[config.mk]
export PLATFORM = sky130hd
export DESIGN_NAME = counter_word_source
export DESIGN_NICKNAME = d
export VERILOG_FILES = /design/src/rtl/counter_word_source.sv
export SDC_FILE = /design/constraint.sdc
export NUM_CORES = 1
export LEC_CHECK = 0
export CAP_MARGIN = 15
export CORE_ASPECT_RATIO = 0.6
export CORE_UTILIZATION = 51
export CTS_CLUSTER_DIAMETER = 30
export DETAILED_ROUTE_END_ITERATION = 10
export GPL_TIMING_DRIVEN = 0
export PLACE_DENSITY_LB_ADDON = 0.08
export SYNTH_ARGS = -nofsm -noshare
export SYNTH_HDL_FRONTEND = slang
export SYNTH_SLANG_ARGS = --single-unit
[constraint.sdc]
create_clock -name clk_i -period 2.2 [get_ports clk_i]
set_clock_uncertainty 0.05 [all_clocks]
set_input_delay 0.22 -clock clk_i [delete_from_list [all_inputs] [get_ports clk_i]]
set_output_delay 0.22 -clock clk_i [all_outputs]
set_load 0.005 [all_outputs]
[src/rtl/counter_word_source.sv]
// Prescaled 10-bit up/down counter that presents each new count on a
// valid/ack word bus and holds it stable until the consumer accepts it.
//
//   state | meaning
//   IDLE  | counter stopped, waiting for en or load
//   RUN   | prescaler counting toward the next tick
//   HOLD  | word presented, waiting for word_ack; ticks here are dropped
module counter_word_source #(
    parameter int WIDTH = 10,
    parameter int DIV   = 4
) (
    input  logic             clk_i,
    input  logic             rst_i,
    input  logic             en_i,
    input  logic             dir_i,
    input  logic             load_i,
    input  logic [WIDTH-1:0] load_val_i,
    input  logic             word_ack_i,
    output logic [WIDTH-1:0] word_out_o,
    output logic             word_valid_o,
    output logic             wrap_o,
    output logic             overrun_o
);

    // A divide ratio of 1 still needs a one-bit prescaler so the compare exists.
    localparam int              PW      = (DIV > 1) ? $clog2(DIV) : 1;
    localparam logic [PW-1:0]   PS_LAST = PW'(DIV - 1);
    localparam logic [WIDTH-1:0] MAX    = '1;

    typedef enum logic [1:0] {
        IDLE = 2'd0,
        RUN  = 2'd1,
        HOLD = 2'd2
    } state_t;

    state_t           state_q, state_d;
    logic [WIDTH-1:0] count_q, count_d;
    logic [PW-1:0]    ps_q, ps_d;
    logic             valid_q, valid_d;
    logic             wrap_q, wrap_d;
    logic             ovr_q, ovr_d;

    logic [WIDTH-1:0] count_step;
    logic             ps_last;
    logic             at_wrap;

    // The presented word always equals the internal count (both change only on
    // load or tick), so a single register serves as both.
    assign word_out_o   = count_q;
    assign word_valid_o = valid_q;
    assign wrap_o       = wrap_q;
    assign overrun_o    = ovr_q;

    assign count_step = dir_i ? (count_q + 1'b1) : (count_q - 1'b1);
    assign ps_last    = (ps_q == PS_LAST);
    assign at_wrap    = dir_i ? (count_q == MAX) : (count_q == '0);

    // State and datapath registers with asynchronous reset.
    always_ff @(posedge clk_i or posedge rst_i) begin
        if (rst_i) begin
            state_q <= IDLE;
            count_q <= '0;
            ps_q    <= '0;
            valid_q <= 1'b0;
            wrap_q  <= 1'b0;
            ovr_q   <= 1'b0;
        end else begin
            state_q <= state_d;
            count_q <= count_d;
            ps_q    <= ps_d;
            valid_q <= valid_d;
            wrap_q  <= wrap_d;
            ovr_q   <= ovr_d;
        end
    end

    // Next-state and datapath update; wrap defaults low so it pulses one cycle.
    always_comb begin
        state_d = state_q;
        count_d = count_q;
        ps_d    = ps_q;
        valid_d = valid_q;
        wrap_d  = 1'b0;
        ovr_d   = ovr_q;

        case (state_q)
            IDLE: begin
                if (load_i) begin
                    count_d = load_val_i;
                    valid_d = 1'b1;
                    ps_d    = '0;
                    state_d = HOLD;
                end else if (en_i) begin
                    ps_d    = '0;
                    state_d = RUN;
                end
            end
            RUN: begin
                if (load_i) begin
                    count_d = load_val_i;
                    valid_d = 1'b1;
                    ps_d    = '0;
                    state_d = HOLD;
                end else if (!en_i) begin
                    ps_d    = '0;
                    state_d = IDLE;
                end else if (ps_last) begin
                    ps_d    = '0;
                    count_d = count_step;
                    valid_d = 1'b1;
                    wrap_d  = at_wrap;
                    state_d = HOLD;
                end else begin
                    ps_d = ps_q + 1'b1;
                end
            end
            HOLD: begin
                // A tick that matures while the word is unacknowledged is lost.
                if (en_i) begin
                    if (ps_last) begin
                        ovr_d = 1'b1;
                        ps_d  = '0;
                    end else begin
                        ps_d = ps_q + 1'b1;
                    end
                end
                if (word_ack_i) begin
                    valid_d = 1'b0;
                    ps_d    = '0;
                    state_d = en_i ? RUN : IDLE;
                end
            end
            default: begin
                state_d = IDLE;
                ps_d    = '0;
                valid_d = 1'b0;
            end
        endcase
    end

endmodule

Word level (Yosys, flattened, before mapping)

Cells that the tools add are included.

Add/sub/neg operators: 3
Multipliers: 0
Div/mod/pow operators: 0
Order comparisons: 0
Equality and inequality tests: 11
Shift operators: 0
Muxes and demuxes: 33
Bitwise logic cells: 0
Reductions and logical operators: 8

Operators with widths:

| operator              | count |
|---|---|
| $mux 10               | 5 |
| $mux 2                | 13 |
| $pmux 10 s2           | 1 |
| $ne 3x3->1 const B    | 4 |
| $pmux 2 s3            | 2 |
| $mux 1                | 11 |
| $add 10x1->10 const B | 1 |
| $eq 10x10->1 const B  | 1 |
| $logic_not 10->1      | 1 |
| $sub 10x1->10 const B | 1 |
| $reduce_and 4->1      | 2 |
| $reduce_and 3->1      | 2 |
| $eq 2x2->1 const B    | 2 |
| $ne 2x2->1 const B    | 2 |
| $ne 4x4->1 const B    | 1 |
| $pmux 1 s3            | 1 |
| $add 2x1->2 const B   | 1 |
| $eq 2x1->1 const B    | 1 |
| $logic_not 2->1       | 1 |
| $reduce_and 2->1      | 1 |
| $reduce_bool 2->1     | 1 |

Register bits: 17
Latch bits: 0
Memory bits (writable): 0
Bits in read-only memories: 0
Input bits: 16
Output and inout bits: 13
Word-level logic and storage cells: 61
Memories kept: 0

Depth between registers and ports, before layout

Gate-level depths: netlist (run 1).

Depth in word-level cells: 6
Mapped depth: 8
Depth with buffers taken out: 8

Worst setup path after synthesis (run 1)

OpenSTA, ideal clock, no wires.

Path kind: reg2reg
Start point: register count_q[6] (netlist: word_out_o[6])
End point: register count_q[9] (netlist: word_out_o[9])
Library setup time: 0.132 ns
Data arrival time: 1.777 ns
Required time: 2.018 ns
Slack: 0.241 ns
Stages on the path, launching flop included: 8
Path buffers: 0
Clock period less this slack: 1.959 ns
Path through: dfrtp_1 ha_1 a21oi_2 nand2_1 and3_1 a211oi_2 a2111oi_1 or3b_1

Word-level cells in the longest chain between the ends: 6
Elaborated cells on any way between the ends: 7
Classes of those cells: add/sub: 2; mux: 5

RTL lines:

| what                                                  | RTL line | RTL |
|---|---|---|
| start: declaration                                    | 37       | `logic [WIDTH-1:0] count_q, count_d;` |
| start signal: assignment                              | 69       | `count_q <= count_d;` |
| $sub 10x1->10 / $add 10x1->10 (equally long branches) | 54       | `assign count_step = dir_i ? (count_q + 1'b1) : (count_q - 1'b1);` |
| $mux 10 (*)                                           | 54       |  |
| $mux 10 (*)                                           | 107      | `end else if (ps_last) begin` |
| $mux 10 (*)                                           | 104      | `end else if (!en_i) begin` |
| $mux 10 (*)                                           | 99       | `if (load_i) begin` |
| $pmux 10 s2 (*)                                       | 86       | `case (state_q)` |

Mark *: on every way between the ends. The rest lies on a longest branch, timed or not. The select of a mux whose other input is x is not followed.
A chain may end at the register's enable or synchronous reset.

Worst setup path after layout (run 1)

Start point: register count_q[3] (netlist: word_out_o[3])
End point: register count_q[9] (netlist: word_out_o[9])

The elaborated chain is that of the path after synthesis.

==> results.yml, run 1 <==
yosys:
  synthMuxAreaShare_pct: 2.94
  seq_area_frac_synth_pct: 31.2
  yosysTopAreaCellShare_pct: 31.2
  synth_top_family_by_area: "simple AND/OR/NAND/NOR gates"
  synth_edf_count: 0
  synth_simple_gate_area_share_pct: 26.1
  synth_area_um2: 1360
  synth_area_leader_cell: "dfrtp_1"
  ys_types: 41
  synthesis.nets: 197
  synthCells: 167
  synthFlopType: "dfrtp_1"
  async_reset_ff_share_pct: 100
  synth_xor_area_share_pct: 1.28
  synth.ff_latch_count: 17
  ys_warn_count: 0
  postSynthAreaPerCell_um2: 8.17
  netlist_top_cells_area: "dfrtp_1 (31%), ha_1 (12%), a21oi_1 (6.6%)"
  synth_adder_area_share_pct: 13.4
  synth_compound_area_share_pct: 21.5
setup_path:
  critical_path_required_ns: 2.29
  crit_buf_inv: 0
  endpoint_kind: "flop"
  critPathArrivalTime_ns: 2.21
  crit_chain: "ha_2, a21o_1, a21oi_2, and2_4, a211oi_4, a2111oi_2, or3b_1"
  critical_path.top_delay_family: "compound AO/OA/AOI/OAI gates"
  cp_slowest_cell: "dfrtp_1"
  path_class: "reg -> reg"
  crit_path_max_incr_delay_ns: 0.45
  critical_path.max_fanout: 5
  start_kind: "flop"
timing:
  setup_tns_ns: 0
  fin_crit_ns: 2.12
  clock.fmax_mhz: 471
  slew_violations: 0
  setup_viol: 0
  hold_violations: 0
  relSlewSlack_pct: 56.6
  period_share_pct: 96.5
  worst_pin_slew_ns: 0.650
  whs_ns: 0.306
cts:
  cts_made_buffers: 3
  clk_pin_slew_worst_paths_ns: 0.07
  cts.htree.levels: 1
  cts_tree: "done"
  cts-root-buf: "clkbuf_8"
  clock_sinks: 17
  insertion_delay_ns: 0.26
  clk_path_buf_depth: 2
routing:
  route.detailed.drc: 0
  route.met3.wl_um: 274
  top_layer: "met4"
  met1_length_mm: 1.77
  wirelength_mm: 3.77
  firstDrtPassIters: 7
  wire_per_inst_um: 16.2
  drt_first_iter_violations: 95
  ant_nets: 0
  via_count: 1420
  wl_met2_mm: 1.70
  avgViaCountPerCell: 6.12
finish:
  n_antenna_cell: 0
  drive_gt1_share_pct: 12.5
  postLayoutCellArea_um2: 1800
  layout_common_cells: "clkdlybuf4s50_1 (27), nand2_1 (24), dfrtp_1 (16), a21oi_1 (15)"
  area_growth_pct: 31.9
  fin_nets: 231
  mostFrequentLayoutCell: "clkdlybuf4s50_1"
floorplan:
  die_y_um: 42.1
  ios: 29
  die_area_um2: 2890
  start_util_pct: 54.1
  rows: 14
  dieWidth_um: 68.8
  core_um2: 2520
power:
  p_int_mw: 1.23
  leakagePower_nw: 0.768
  p_sw_share_pct: 44.8
  max-vdd-ir-drop_mv: 0.637
  seq_power_share_pct: 27.1
  switching_power_mw: 1.00
  p_per_area_nw_per_um2: 1240
  pwr-share-clk_pct: 10.7
  p_comb_share_pct: 62.3
placed_design:
  gp_congestion: 0.858
  dp_hpwl_mm: 2.82
  place_area_um2: 1680
  portBuffers: 28
flow_run:
  drv_cap: 0
worst_hold_path:
  hp-class: "in -> async"
global_routing:
  grt_pass1_wl_mm: 5.60
  grt_max_degree: 18
  globalRouteTotalUtil_pct: 26.5
  globalRoute.totalOverflow: 0
  grt_antenna_before_repair: 0
  grt_pass1_vias: 1244
outcome:
  status: "completed"
-- synth_stat cells, types with 2 or more instances --
cell and count:
dfrtp_1 17, nor4_1 2, a21o_1 2, nor2b_1 3, o21ai_0 11, clkbuf_1 3
ha_1 13, inv_1 8, and3_1 2, nand2b_1 5, o21ai_1 2, xnor2_1 2
mux2i_1 4, nor3_1 8, nand2_1 24, a21oi_2 2, nand3_1 4, a21oi_1 18
nand4_1 3, a31oi_1 2, nor2_1 11, o21a_1 2
-- flip-flops by register name (all words and copies together) (netlist names) --
name and cells:
word_out_o 10, word_valid_o 1, ps_q 2, overrun_o 1, state_q 2, wrap_o 1
-- metal layers --
metal	GRT usage, %	up-vias
met5	0	-
met4	2.86	0
met3	7.61	4
met2	40.2	62
met1	38.7	686
li1	-	668
-- worst paths after layout --
| path | cells past startpoint | slack, ns | to | start |
|---|---|---|---|---|
| max | 7 | 0.08 | word_out_o[9] | word_out_o[3] |
| min | 2 | 0.31 | word_out_o[2] | rst_i |
| max reg2reg | 7 | 0.08 | word_out_o[9] | word_out_o[3] |
| min reg2reg | 1 | 0.44 | overrun_o | overrun_o |
| max in group asynchronous | 2 | 1.34 | word_out_o[0] | rst_i |
| min in group clk_i | 1 | 0.44 | overrun_o | overrun_o |
-- per-stage QoR --
stage | setup slack (ns) | cells | utilization, % | power [mW]
after detailed placement | -0.728 | 227 | 66.8 | 1.85
after floorplan | 0.241 | 167 | - | 1.40
after CTS | 0.0418 | 231 | 68.7 | 2.10
after global routing | -0.00361 | 232 | 71.3 | 2.39
final | 0.0764 | 232 | 71.3 | 2.23
after global placement | -0.659 | 227 | 66.8 | 1.80
-- final cells by class --
type                            count  area (um^2)
Sequential cell                    17          427
Clock inverter                      1         5.00
Clock buffer                        3         41.3
Fill cell                         195          723
Buffer                              5         21.3
Inverter                            8         32.5
Tap cell                           32         40.0
Timing Repair Buffer               29          289
Multi-Input combinational cell    137          943
-- repair_timing --
item / 4_1_cts / 5_1_grt
buffers inserted: 0 / 1
hold buffers: 0 / 0
hold endpoints to repair: 0 / 0
pin swaps: 0 / 2
endpoints found under the setup margin: 7 / 4
resized for setup: 4 / 13
-- cells by family after synthesis --
| group | Yosys count |
|---|---|
| and+or+nand+nor | 69 |
| AOI/OAI and AO/OA | 48 |
| DFF | 17 |
| adders and majority gates | 14 |
| buffers and inverters | 13 |
| muxes | 4 |
| xor gates and xnor gates | 2 |
-- power groups by stage --
stage | registers [mW] | logic, mW | clock network [mW]
final | 0.605 | 1.39 | 0.238
after global routing | 0.622 | 1.51 | 0.253
after CTS | 0.588 | 1.28 | 0.236
after detailed placement | 0.590 | 1.26 | 0
after global placement | 0.581 | 1.22 | 0
after floorplan | 0.565 | 0.836 | 0
No activity file was read; power rests on OpenSTA's default activity.
==> run 2, diff against run 1 <==
Settings changed: GPL_ROUTABILITY_DRIVEN from default to 0.
==> results of run 2 <==
Final layout, timing and power as in run 1 (identical DEF).
